[src/rtl/multicycle_ctrl.sv]
// multicycle_ctrl: main control FSM and ALU decoder for the multicycle MIPS datapath with req/ready memory
module multicycle_ctrl (
  input  logic       clk,
  input  logic       reset_n,
  input  logic [5:0] op,
  input  logic [5:0] funct,
  input  logic       mem_ready,
  input  logic       zero,
  output logic       mem_req,
  output logic       MemWrite,
  output logic       IorD,
  output logic       IRWrite,
  output logic       PCEn,
  output logic       RegWrite,
  output logic       RegDst,
  output logic       MemtoReg,
  output logic       ALUSrcA,
  output logic [1:0] ALUSrcB,
  output logic [1:0] PCSrc,
  output logic [2:0] ALUControl,
  output logic       illegal_instr
);
  localparam logic [5:0] OP_R = 6'b000000, OP_LW = 6'b100011, OP_SW = 6'b101011,
                         OP_BEQ = 6'b000100, OP_ADDI = 6'b001000, OP_J = 6'b000010;
  localparam logic [1:0] ALU_ADD = 2'b00, ALU_SUB = 2'b01, ALU_FN = 2'b10;
  typedef enum logic [3:0] {
    RESET, FETCH, DECODE, MEMADR, MEMRD, MEMWB, MEMWR,
    EXECUTE, ALUWB, BRANCH, ADDIEXEC, ADDIWB, JUMP
  } state_t;
  state_t state, next;
  logic pc_write, branch;
  logic [1:0] alu_op;
  logic [2:0] funct_ctl;
  // State register; reset_n low forces RESET immediately, aborting any pending access
  always_ff @(posedge clk or negedge reset_n)
    if (!reset_n) state <= RESET;
    else state <= next;
  // Next-state and per-state datapath controls; everything not named for a state stays 0
  always_comb begin
    next = state;
    mem_req = 1'b0;
    MemWrite = 1'b0;
    IorD = 1'b0;
    IRWrite = 1'b0;
    RegWrite = 1'b0;
    RegDst = 1'b0;
    MemtoReg = 1'b0;
    ALUSrcA = 1'b0;
    ALUSrcB = 2'b00;
    PCSrc = 2'b00;
    pc_write = 1'b0;
    branch = 1'b0;
    alu_op = ALU_ADD;
    illegal_instr = 1'b0;
    case (state)
      RESET: next = FETCH;
      FETCH: begin
        mem_req = 1'b1;
        ALUSrcB = 2'b01;
        IRWrite = mem_ready;
        pc_write = mem_ready;
        next = mem_ready ? DECODE : FETCH;
      end
      DECODE: begin
        ALUSrcB = 2'b11;
        case (op)
          OP_LW, OP_SW: next = MEMADR;
          OP_R: next = EXECUTE;
          OP_BEQ: next = BRANCH;
          OP_ADDI: next = ADDIEXEC;
          OP_J: next = JUMP;
          default: begin
            next = FETCH;
            illegal_instr = 1'b1;
          end
        endcase
      end
      MEMADR: begin
        ALUSrcA = 1'b1;
        ALUSrcB = 2'b10;
        next = (op == OP_SW) ? MEMWR : MEMRD;
      end
      MEMRD: begin
        mem_req = 1'b1;
        IorD = 1'b1;
        next = mem_ready ? MEMWB : MEMRD;
      end
      MEMWB: begin
        RegWrite = 1'b1;
        MemtoReg = 1'b1;
        next = FETCH;
      end
      MEMWR: begin
        mem_req = 1'b1;
        MemWrite = 1'b1;
        IorD = 1'b1;
        next = mem_ready ? FETCH : MEMWR;
      end
      EXECUTE: begin
        ALUSrcA = 1'b1;
        alu_op = ALU_FN;
        next = ALUWB;
      end
      ALUWB: begin
        RegWrite = 1'b1;
        RegDst = 1'b1;
        next = FETCH;
      end
      BRANCH: begin
        ALUSrcA = 1'b1;
        alu_op = ALU_SUB;
        branch = 1'b1;
        PCSrc = 2'b01;
        next = FETCH;
      end
      ADDIEXEC: begin
        ALUSrcA = 1'b1;
        ALUSrcB = 2'b10;
        next = ADDIWB;
      end
      ADDIWB: begin
        RegWrite = 1'b1;
        next = FETCH;
      end
      JUMP: begin
        pc_write = 1'b1;
        PCSrc = 2'b10;
        next = FETCH;
      end
      default: next = RESET;
    endcase
  end
  // ALU decoder; unknown R-type functs fall back to add so the instruction still completes
  always_comb begin
    funct_ctl = funct == 6'b100010 ? 3'b110 :
                funct == 6'b100100 ? 3'b000 :
                funct == 6'b100101 ? 3'b001 :
                funct == 6'b101010 ? 3'b111 : 3'b010;
    ALUControl = state == RESET ? 3'b000 :
                 alu_op == ALU_SUB ? 3'b110 :
                 alu_op == ALU_FN ? funct_ctl : 3'b010;
  end
  assign PCEn = pc_write | (branch & zero);
endmodule
[config.mk]
export PLATFORM = sky130hd
export DESIGN_NAME = multicycle_ctrl
export DESIGN_NICKNAME = d
export VERILOG_FILES = /design/src/rtl/multicycle_ctrl.sv
export SDC_FILE = /design/constraint.sdc
export NUM_CORES = 1
export LEC_CHECK = 0
export ABC_CLOCK_PERIOD_IN_PS = 1200
export BUFFER_PORTS_ARGS = -buffer_cell sky130_fd_sc_hd__buf_2
export CAP_MARGIN = 20
export CORE_MARGIN = 10
export CORE_UTILIZATION = 39
export DETAILED_ROUTE_END_ITERATION = 12
export HOLD_SLACK_MARGIN = 0.02
export PLACE_DENSITY = 0.74
export SLEW_MARGIN = 20
export SYNTH_ARGS = -nofsm -noshare
export SYNTH_HDL_FRONTEND = slang
export SYNTH_SLANG_ARGS = --single-unit
[constraint.sdc]
create_clock -name clk -period 1.2 [get_ports clk]
set_clock_uncertainty 0.15 [all_clocks]
set_input_delay 0.06 -clock clk [delete_from_list [all_inputs] [get_ports clk]]
set_output_delay 0.06 -clock clk [all_outputs]
set_load 0.02 [all_outputs]
==> results of run 1 <==
worst register-to-register path: stages (launching register included):
cell and delay (ns):
dfrtp_2 0.40, buf_6 0.15, buf_6 0.09, and4b_1 0.18, o311ai_2 0.28, o211ai_1 0.18
metrics by stage:
stage | instances | power [W] | instance area, um^2
detailed placement | 141 | 0.00201 | 1010
global placement | 141 | 0.00198 | 1010
finish | 160 | 0.00330 | 1440
global route | 160 | 0.00341 | 1440
floorplan | 77 | 0.00137 | 722
CTS | 156 | 0.00272 | 1290
power breakdown:
group | total (W) | internal, W | switching [W] | leakage (nW)
sequential | 0.000267 | 0.000190 | 0.0000773 | 0.0474
clock | 0.000168 | 0.000112 | 0.0000558 | 0.0138
combinational | 0.00287 | 0.00143 | 0.00144 | 0.563
kinds of logic (layout without fill, tap and decap cells):
family / after synthesis / count (layout) / synth area share
buf+inv: 9 / 76 / 0.0964
flops: 4 / 4 / 0.161
xor+xnor: 2 / 2 / 0.0281
mux: 3 / 3 / 0.0482
compound gates: 24 / 24 / 0.303
simple gates: 35 / 35 / 0.363
layer usage:
metal,part of all wire,global-route usage
met1,0.36,0.191
met2,0.52,0.262
met3,0.091,0.0297
met4,0.033,0.0737
met5,0,0
worst paths after layout:
| kind | from | end | slack [ns] | cells past startpoint |
|---|---|---|---|---|
| setup / recovery | state[2] | ALUControl[1] | -0.54 | 5 |
| hold reg to reg | state[3] | state[2] | 0.58 | 2 |
| min in group asynchronous | reset_n | state[2] | 0.60 | 3 |
| hold / removal | op[4] | state[2] | 0.08 | 4 |
| max in group asynchronous | reset_n | state[0] | 0.14 | 3 |
| setup reg to reg | state[0] | state[1] | -0.40 | 5 |
cell type report:
class	instances	area [um^2]	area share
Inverter	3	13.8	0.00958
Multi-Input combinational cell	64	689	0.480
Clock buffer	3	22.5	0.0157
Sequential cell	4	104	0.0723
Timing Repair Buffer	70	587	0.409
Tap cell	16	20.0	0.0139
cell usage after synthesis:
cell and number:
a32oi_1 2, dfrtp_1 4, xnor2_1 1, o311a_1 1, o221a_1 1, and4b_1 1, xor2_1 1, nand2b_1 4
nor2b_1 2, nor4b_4 1, o21ai_0 1, a211oi_1 1, a21o_1 1, inv_1 1, o21a_1 2, buf_6 3
and4_1 1, inv_2 2, o22a_1 2, o311ai_1 1, a21oi_1 1, and2_1 1, o2111ai_1 1, nand2_1 2
nand3_1 2, o22ai_1 3, nor3_1 5, nor4_2 1, nor3b_1 1, nor4_1 2, a31oi_1 1, nand2b_4 2
mux2i_1 3, a2bb2oi_1 1, buf_2 3, o32a_2 1, nor2_1 10, o211ai_1 2, a21boi_1 2
what timing repair did:
action / CTS / global route
setup buffers: 8 / 5
setup endpoints to repair: 21 / 21
hold endpoints to repair: 5 / 0
gates resized for setup: 45 / 25
hold buffers: 4 / 0
pin swaps: 6 / 8
==> flow_summary.json, run 1 <==
{
  "overflow": 0,
  "cp_top_family": "flip-flops",
  "largest_reg_flops": 4,
  "yosys-top-cells-area": "dfrtp_1, nor2_1, buf_6",
  "finalSetupViolCount": 21,
  "rsz0062_at_grt": "true",
  "cpPeakStageDelay_ns": 0.42,
  "num_rows": 14,
  "violations": "negative setup slack",
  "syn-num-nets": 93,
  "crit_buf_inv": 2,
  "gp_congestion": 0.822,
  "initial_utilization": 0.414,
  "path_common_cell": "buf_4",
  "critical_path_class": "reg -> out",
  "whs_ns": 0.0775,
  "hold_viol_final": 0,
  "tns_ns": -8.12,
  "timing.final.crit_share": 1.45,
  "grt_util_all_layers": 0.158,
  "drt_wl_total_um": 3840,
  "die-area_um2": 3600,
  "nets": 162,
  "layout_common_cells": "buf_6, buf_4, buf_2",
  "dp_hpwl_um": 1850,
  "synth_cell_type_count": 39,
  "clk_latency_ns": 0.23,
  "cts_max_level": 1,
  "routed_via_density": 6.26,
  "coreArea_um2": 1510,
  "drv_slew": 0,
  "cts_root_buf": "clkbuf_4",
  "vias": 1002,
  "fp.dieH_um": 60.0,
  "cellLeakagePower_nw": 0.624,
  "grt_pass1_wl_um": 4550,
  "fin_util": 0.953,
  "synth-seq-cells": 4,
  "hold_class": "in -> reg",
  "die_w_um": 60.0,
  "worst_slew_pin_slew_ns": 0.558,
  "grt_pass1_vias": 952,
  "synth_top_area_share": 0.161,
  "ys_seq_area_frac": 0.161,
  "outcome": "finished, violations left",
  "worstPathMaxFanout": 4,
  "synth_cells": 77,
  "antenna_left": 0,
  "startpoint_type": "flip-flop",
  "netlist_area_um2": 623,
  "crit_path_end_kind": "output port",
  "cpMaxStageDelayCell": "dfrtp_1",
  "clock_path_buffers": 2,
  "timing.max_cap.violations": 0,
  "area_delta_synth_final_pct": 131,
  "final_common_cell": "buf_6",
  "antenna_found_initial": 0,
  "ios": 33,
  "cts_made_buffers": 3,
  "drive_gt1_frac": 0.757,
  "reg_top3": "state: 4 flops",
  "slew_headroom": 0.624,
  "fin_crit_ns": 1.74,
  "clkSinkCount": 4,
  "clkTransAtPathRegs_ns": 0.04,
  "fill_cells": 40,
  "syn_avg_cell_area_um2": 8.09,
  "power_density_nw_per_um2": 2300,
  "drt-wirelength-per-cell_um": 24.0,
  "fin_ws_ns": -0.545,
  "drc_errors": 0,
  "port_buffers": 32,
  "critical_path_arrival_ns": 1.53,
  "path_cells": "buf_4, nand2b_4, nor4b_4, a32oi_1, buf_4",
  "drt_first_pass_iters": 4,
  "max-vdd-ir-drop_uv": 1620,
  "grt_max_degree": 8,
  "synth_area_leader_cell": "dfrtp_1",
  "first_iter_violations": 81,
  "cts_tree": "built",
  "crit_required_ns": 0.99,
  "antenna_cells": 0,
  "place_ws_ns": -0.357,
  "ys_warn_count": 0,
  "largest-register": "state",
  "max_clock_freq_mhz": 573
}
(Power assumes the default switching activity.)
==> run 2, diff against run 1 <==
--- a/config.mk
+++ b/config.mk
@@ -8,11 +8,13 @@
 export ABC_CLOCK_PERIOD_IN_PS = 1200
 export BUFFER_PORTS_ARGS = -buffer_cell sky130_fd_sc_hd__buf_2
 export CAP_MARGIN = 20
+export CELL_PAD_IN_SITES_DETAIL_PLACEMENT = 0
+export CELL_PAD_IN_SITES_GLOBAL_PLACEMENT = 1
 export CORE_MARGIN = 10
-export CORE_UTILIZATION = 39
+export CORE_UTILIZATION = 27
 export DETAILED_ROUTE_END_ITERATION = 12
 export HOLD_SLACK_MARGIN = 0.02
-export PLACE_DENSITY = 0.74
+export PLACE_DENSITY_LB_ADDON = 0.1
 export SLEW_MARGIN = 20
 export SYNTH_ARGS = -nofsm -noshare
 export SYNTH_HDL_FRONTEND = slang
==> run 2 against run 1 <==
Against the previous run: the flow still finishes with violations (negative setup slack); non-clock buffer count down 1; sequential power rose by 5%; count of clock-buffer cells in the layout did not move; highest routed layer unchanged.
==> flow_summary.json, run 2 (synthesis results as in run 1) <==
{
  "antenna_cells": 0,
  "drt-wirelength-per-cell_um": 15.5,
  "crit_path_end_kind": "output port",
  "dp_hpwl_um": 1880,
  "hold_viol_final": 0,
  "area_delta_synth_final_pct": 132,
  "reg_top3": "state: 4 flops",
  "coreArea_um2": 2210,
  "drc_errors": 0,
  "grt_pass1_wl_um": 3970,
  "cts_tree": "built",
  "grt_util_all_layers": 0.108,
  "drt_first_pass_iters": 4,
  "grt_max_degree": 9,
  "num_rows": 17,
  "drt_wl_total_um": 2660,
  "worst_slew_pin_slew_ns": 0.449,
  "hold_class": "in -> reg",
  "cpPeakStageDelay_ns": 0.42,
  "port_buffers": 32,
  "fin_crit_ns": 1.66,
  "die_w_um": 68.0,
  "grt_pass1_vias": 880,
  "cts_max_level": 1,
  "overflow": 0,
  "max-vdd-ir-drop_uv": 1210,
  "nets": 161,
  "rsz0062_at_grt": "true",
  "timing.final.crit_share": 1.38,
  "fp.dieH_um": 68.0,
  "largest_reg_flops": 4,
  "max_clock_freq_mhz": 604,
  "antenna_found_initial": 0,
  "clkTransAtPathRegs_ns": 0.04,
  "clock_path_buffers": 2,
  "worstPathMaxFanout": 4,
  "first_iter_violations": 11,
  "r2r_setup_slack_ns": -0.37,
  "cts_made_buffers": 3,
  "die-area_um2": 4630,
  "drive_gt1_frac": 0.741,
  "largest-register": "state",
  "ios": 33,
  "crit_buf_inv": 1,
  "critical_path_arrival_ns": 1.45,
  "finalPower_w": 0.00308,
  "vias": 864,
  "violations": "negative setup slack",
  "cellLeakagePower_nw": 0.612,
  "cpMaxStageDelayCell": "dfrtp_1",
  "timing.max_cap.violations": 0,
  "whs_ns": 0.0452,
  "initial_utilization": 0.282,
  "layout_common_cells": "buf_4, buf_6, buf_2",
  "antenna_left": 0,
  "crit_required_ns": 0.99,
  "critical_path_class": "reg -> out",
  "routed_via_density": 5.05,
  "cts_root_buf": "clkbuf_4",
  "clk_latency_ns": 0.23,
  "clkSinkCount": 4,
  "cp_top_family": "simple AND/OR/NAND/NOR gates",
  "finalSetupViolCount": 21,
  "slew_headroom": 0.698,
  "drv_slew": 0,
  "gp_congestion": 0.760,
  "path_cells": "nand2b_4, nor4b_4, a32oi_1, buf_4",
  "power_density_nw_per_um2": 2130,
  "fin_ws_ns": -0.455,
  "outcome": "finished, violations left",
  "final_common_cell": "buf_4",
  "startpoint_type": "flip-flop"
}
==> run 2: cell type report <==
class                           instances  area [um^2]
Clock buffer                            3         22.5
Sequential cell                         4          103
Tap cell                               28         35.0
Multi-Input combinational cell         64          682
Inverter                                3         13.8
Timing Repair Buffer                   69          587
Fill cell                             177          769
==> run 2: power breakdown <==
| part | leakage, nW | switching, W | internal [W] |
|---|---|---|---|
| combinational | 0.550 | 0.00123 | 0.00140 |
| clock | 0.0138 | 0.0000503 | 0.000112 |
| sequential | 0.0489 | 0.0000934 | 0.000188 |
==> run 2: per-stage QoR <==
step / std cells / setup TNS (ns) / util / worst slack (ns) / cell area, um^2
after floorplan: 77 / -1.25 / - / -0.178 / 722
after global placement: 153 / -4.94 / 0.464 / -0.382 / 1030
after detailed placement: 153 / -5.24 / 0.464 / -0.375 / 1030
after CTS: 167 / -7.08 / 0.599 / -0.493 / 1330
after global routing: 171 / -8.68 / 0.652 / -0.516 / 1440
final: 171 / -7.37 / 0.652 / -0.455 / 1440
==> run 2: worst register-to-register path: cells and delay by family, from the launching register on <==
kind | cells | cell delay (ns)
and+or+nand+nor | 2 | 0.45
AOI/OAI and AO/OA | 1 | 0.24
buffers and inverters | 1 | 0.17
DFF | 1 | 0.45
==> run 2: what timing repair did <==
action,CTS,global route
pin swaps,7,7
resized for setup,44,20
endpoints found under the hold margin,5,0
endpoints found under the setup margin,21,21
hold buffers,3,0
setup buffers,8,5
==> run 2: metal layers <==
layer,wire length (um),track usage,vias to the layer above
met3,113,0.0245,2
met2,1440,0.187,18
met5,0,0,-
met1,1080,0.128,410
li1,-,-,434
met4,18,0.0352,0
==> run 2: worst paths after layout <==
check | from | end | cells after the start
hold / removal | mem_ready | state[1] | 3
max in group asynchronous | reset_n | state[2] | 3
setup reg to reg | state[2] | state[0] | 4
setup / recovery | state[3] | ALUControl[1] | 4
min in group asynchronous | reset_n | state[3] | 3
hold reg to reg | state[3] | state[2] | 2
==> run 3, diff against run 2 <==
--- a/config.mk
+++ b/config.mk
@@ -10,11 +10,13 @@
 export CAP_MARGIN = 20
 export CELL_PAD_IN_SITES_DETAIL_PLACEMENT = 0
 export CELL_PAD_IN_SITES_GLOBAL_PLACEMENT = 1
+export CORE_ASPECT_RATIO = 1.4
 export CORE_MARGIN = 10
 export CORE_UTILIZATION = 27
 export DETAILED_ROUTE_END_ITERATION = 12
 export HOLD_SLACK_MARGIN = 0.02
 export PLACE_DENSITY_LB_ADDON = 0.1
+export SETUP_SLACK_MARGIN = 0.3
 export SLEW_MARGIN = 20
 export SYNTH_ARGS = -nofsm -noshare
 export SYNTH_HDL_FRONTEND = slang
==> run 3 against run 2 <==
Against the previous run: design area fell by 1.3%; largest power group unchanged; die area rose by 0.58%; cell count is 1.2% lower; core utilization fell by 0.56 points; combinational power about the same; sequential power is 2% lower; global-route usage fell by 0.31 points; first-iteration DRC count rose by 18%; critical endpoint unchanged; critical path depth did not move; flip-flop and latch count is the same; the run ends with negative hold slack, negative setup slack left; total power decreased by 0.16%.
==> flow_summary.json, run 3 (synthesis results as in run 1) <==
{
  "critical_path_class": "reg -> out",
  "final_common_cell": "buf_4",
  "max-vdd-ir-drop_uv": 1190,
  "swShare": 0.439,
  "cts_tree": "built",
  "clkTransAtPathRegs_ns": 0.04,
  "worstPathMaxFanout": 5,
  "r2r-end": "state[1]",
  "r2r_setup_slack_ns": -0.34,
  "drt_wl_total_um": 2610,
  "whs_ns": -0.00199,
  "antenna_found_initial": 0,
  "tns_ns": -7.38,
  "finalPower_w": 0.00307,
  "max_clock_freq_mhz": 611,
  "drive_gt1_frac": 0.748,
  "nets": 164,
  "fp.dieH_um": 76.8,
  "layout_common_cells": "buf_4, buf_6, buf_2",
  "clkPwrFrac": 0.061,
  "port_buffers": 32,
  "startpoint_type": "flip-flop",
  "coreArea_um2": 2200,
  "gp_congestion": 0.767,
  "largest_reg_flops": 4,
  "crit_required_ns": 0.99,
  "drt-wirelength-per-cell_um": 15.4,
  "grt_pass1_vias": 927,
  "die_w_um": 60.6,
  "die-area_um2": 4660,
  "reg_top3": "state: 4 flops",
  "grt_pass1_wl_um": 4070,
  "ios": 33,
  "fill_cells": 182,
  "netSwitchingPower_w": 0.00135,
  "vias": 879,
  "antenna_cells": 0,
  "reg2reg_from": "state[2]",
  "cts_max_level": 1,
  "p_int_w": 0.00172,
  "power_frac_seq": 0.089,
  "grt_max_degree": 10,
  "critical_path_arrival_ns": 1.43,
  "timing.final.crit_share": 1.36,
  "power_density_nw_per_um2": 2160,
  "clkSinkCount": 4,
  "largest-register": "state",
  "hold_class": "in -> async",
  "routed_via_density": 5.20,
  "fin_ws_ns": -0.438,
  "fin_crit_ns": 1.64,
  "r2r_cells": 5,
  "finalInstanceArea_um2": 1420,
  "violations": "negative hold slack, negative setup slack",
  "finalSetupViolCount": 21,
  "stdcell_count": 169,
  "cts_made_buffers": 3,
  "comb_power_share": 0.849,
  "slew_headroom": 0.811,
  "drc_errors": 0,
  "antenna_left": 0,
  "crit_path_end_kind": "output port",
  "grt_util_all_layers": 0.105,
  "cts_root_buf": "clkbuf_4",
  "worst_slew_pin_slew_ns": 0.284,
  "postPlaceCellArea_um2": 1090,
  "clock_path_buffers": 2,
  "num_rows": 20,
  "drt_first_pass_iters": 4,
  "clk_latency_ns": 0.24,
  "dp_hpwl_um": 2030,
  "area_delta_synth_final_pct": 129,
  "hold_viol_final": 2,
  "drv_slew": 0,
  "initial_utilization": 0.283,
  "overflow": 0,
  "outcome": "finished, violations left",
  "rsz0062_at_grt": "true",
  "timing.max_cap.violations": 0,
  "first_iter_violations": 13,
  "placedCellCount": 153,
  "cellLeakagePower_nw": 0.636
}
-- run 3: layer usage --
metal / wire [um] / GRT usage / vias to the layer above
met5: 0 / 0 / -
met4: 6 / 0.0396 / 0
met3: 172 / 0.0247 / 2
met2: 1430 / 0.186 / 24
met1: 998 / 0.112 / 412
li1: - / - / 441
-- run 3: worst max-delay path by stage --
| stage | startpoint | end | slack, ns | depth (start not counted) |
|---|---|---|---|---|
| 2_1_floorplan | state[3] | state[0] | -0.18 | 4 |
| 3_3_place_gp | state[2] | state[0] | -0.30 | 3 |
| 3_5_place_dp | state[2] | state[0] | -0.32 | 3 |
| 4_1_cts | state[3] | ALUControl[1] | -0.47 | 4 |
| 5_1_grt | state[3] | ALUSrcA | -0.50 | 4 |
| 6_report | state[3] | ALUControl[1] | -0.44 | 4 |
-- run 3: stage by stage --
stage / setup WS [ns] / hold slack [ns] / utilization
6_report: -0.438 / -0.00199 / 0.647
5_1_grt: -0.496 / 0.0264 / 0.647
4_1_cts: -0.474 / -0.00590 / 0.602
3_5_place_dp: -0.319 / -0.278 / 0.496
3_3_place_gp: -0.299 / -0.280 / 0.496
2_1_floorplan: -0.177 / -0.386 / -
-- run 3: critical path, cell delays in order (launching register included) --
cell,delay (ns)
dfrtp_1,0.41
nand2b_4,0.17
nor4b_4,0.29
a32oi_1,0.14
buf_4,0.18
-- run 3: area by class of cell --
type | instances | area (um^2) | area share
well taps | 22 | 27.5 | 0.0193
inverters | 3 | 11.3 | 0.00791
clock buffers | 4 | 26.3 | 0.0185
multi-input cells | 64 | 661 | 0.464
flip-flops and latches | 4 | 103 | 0.0721
repair buffers | 72 | 596 | 0.418
-- run 3: power by group through the flow --
stage          combinational (W)  clock (W)  sequential (W)
2_1_floorplan            0.00122          0        0.000254
3_3_place_gp             0.00192          0        0.000268
3_5_place_dp             0.00192          0        0.000267
4_1_cts                  0.00242   0.000196        0.000265
5_1_grt                  0.00277   0.000205        0.000282
6_report                 0.00261   0.000189        0.000274
-- run 3: repair_timing --
action	in CTS	in global routing
endpoints found under the setup margin	21	21
setup buffers	7	4
pin swaps	8	8
hold endpoints to repair	5	0
gates resized for setup	41	16
hold buffers	1	0
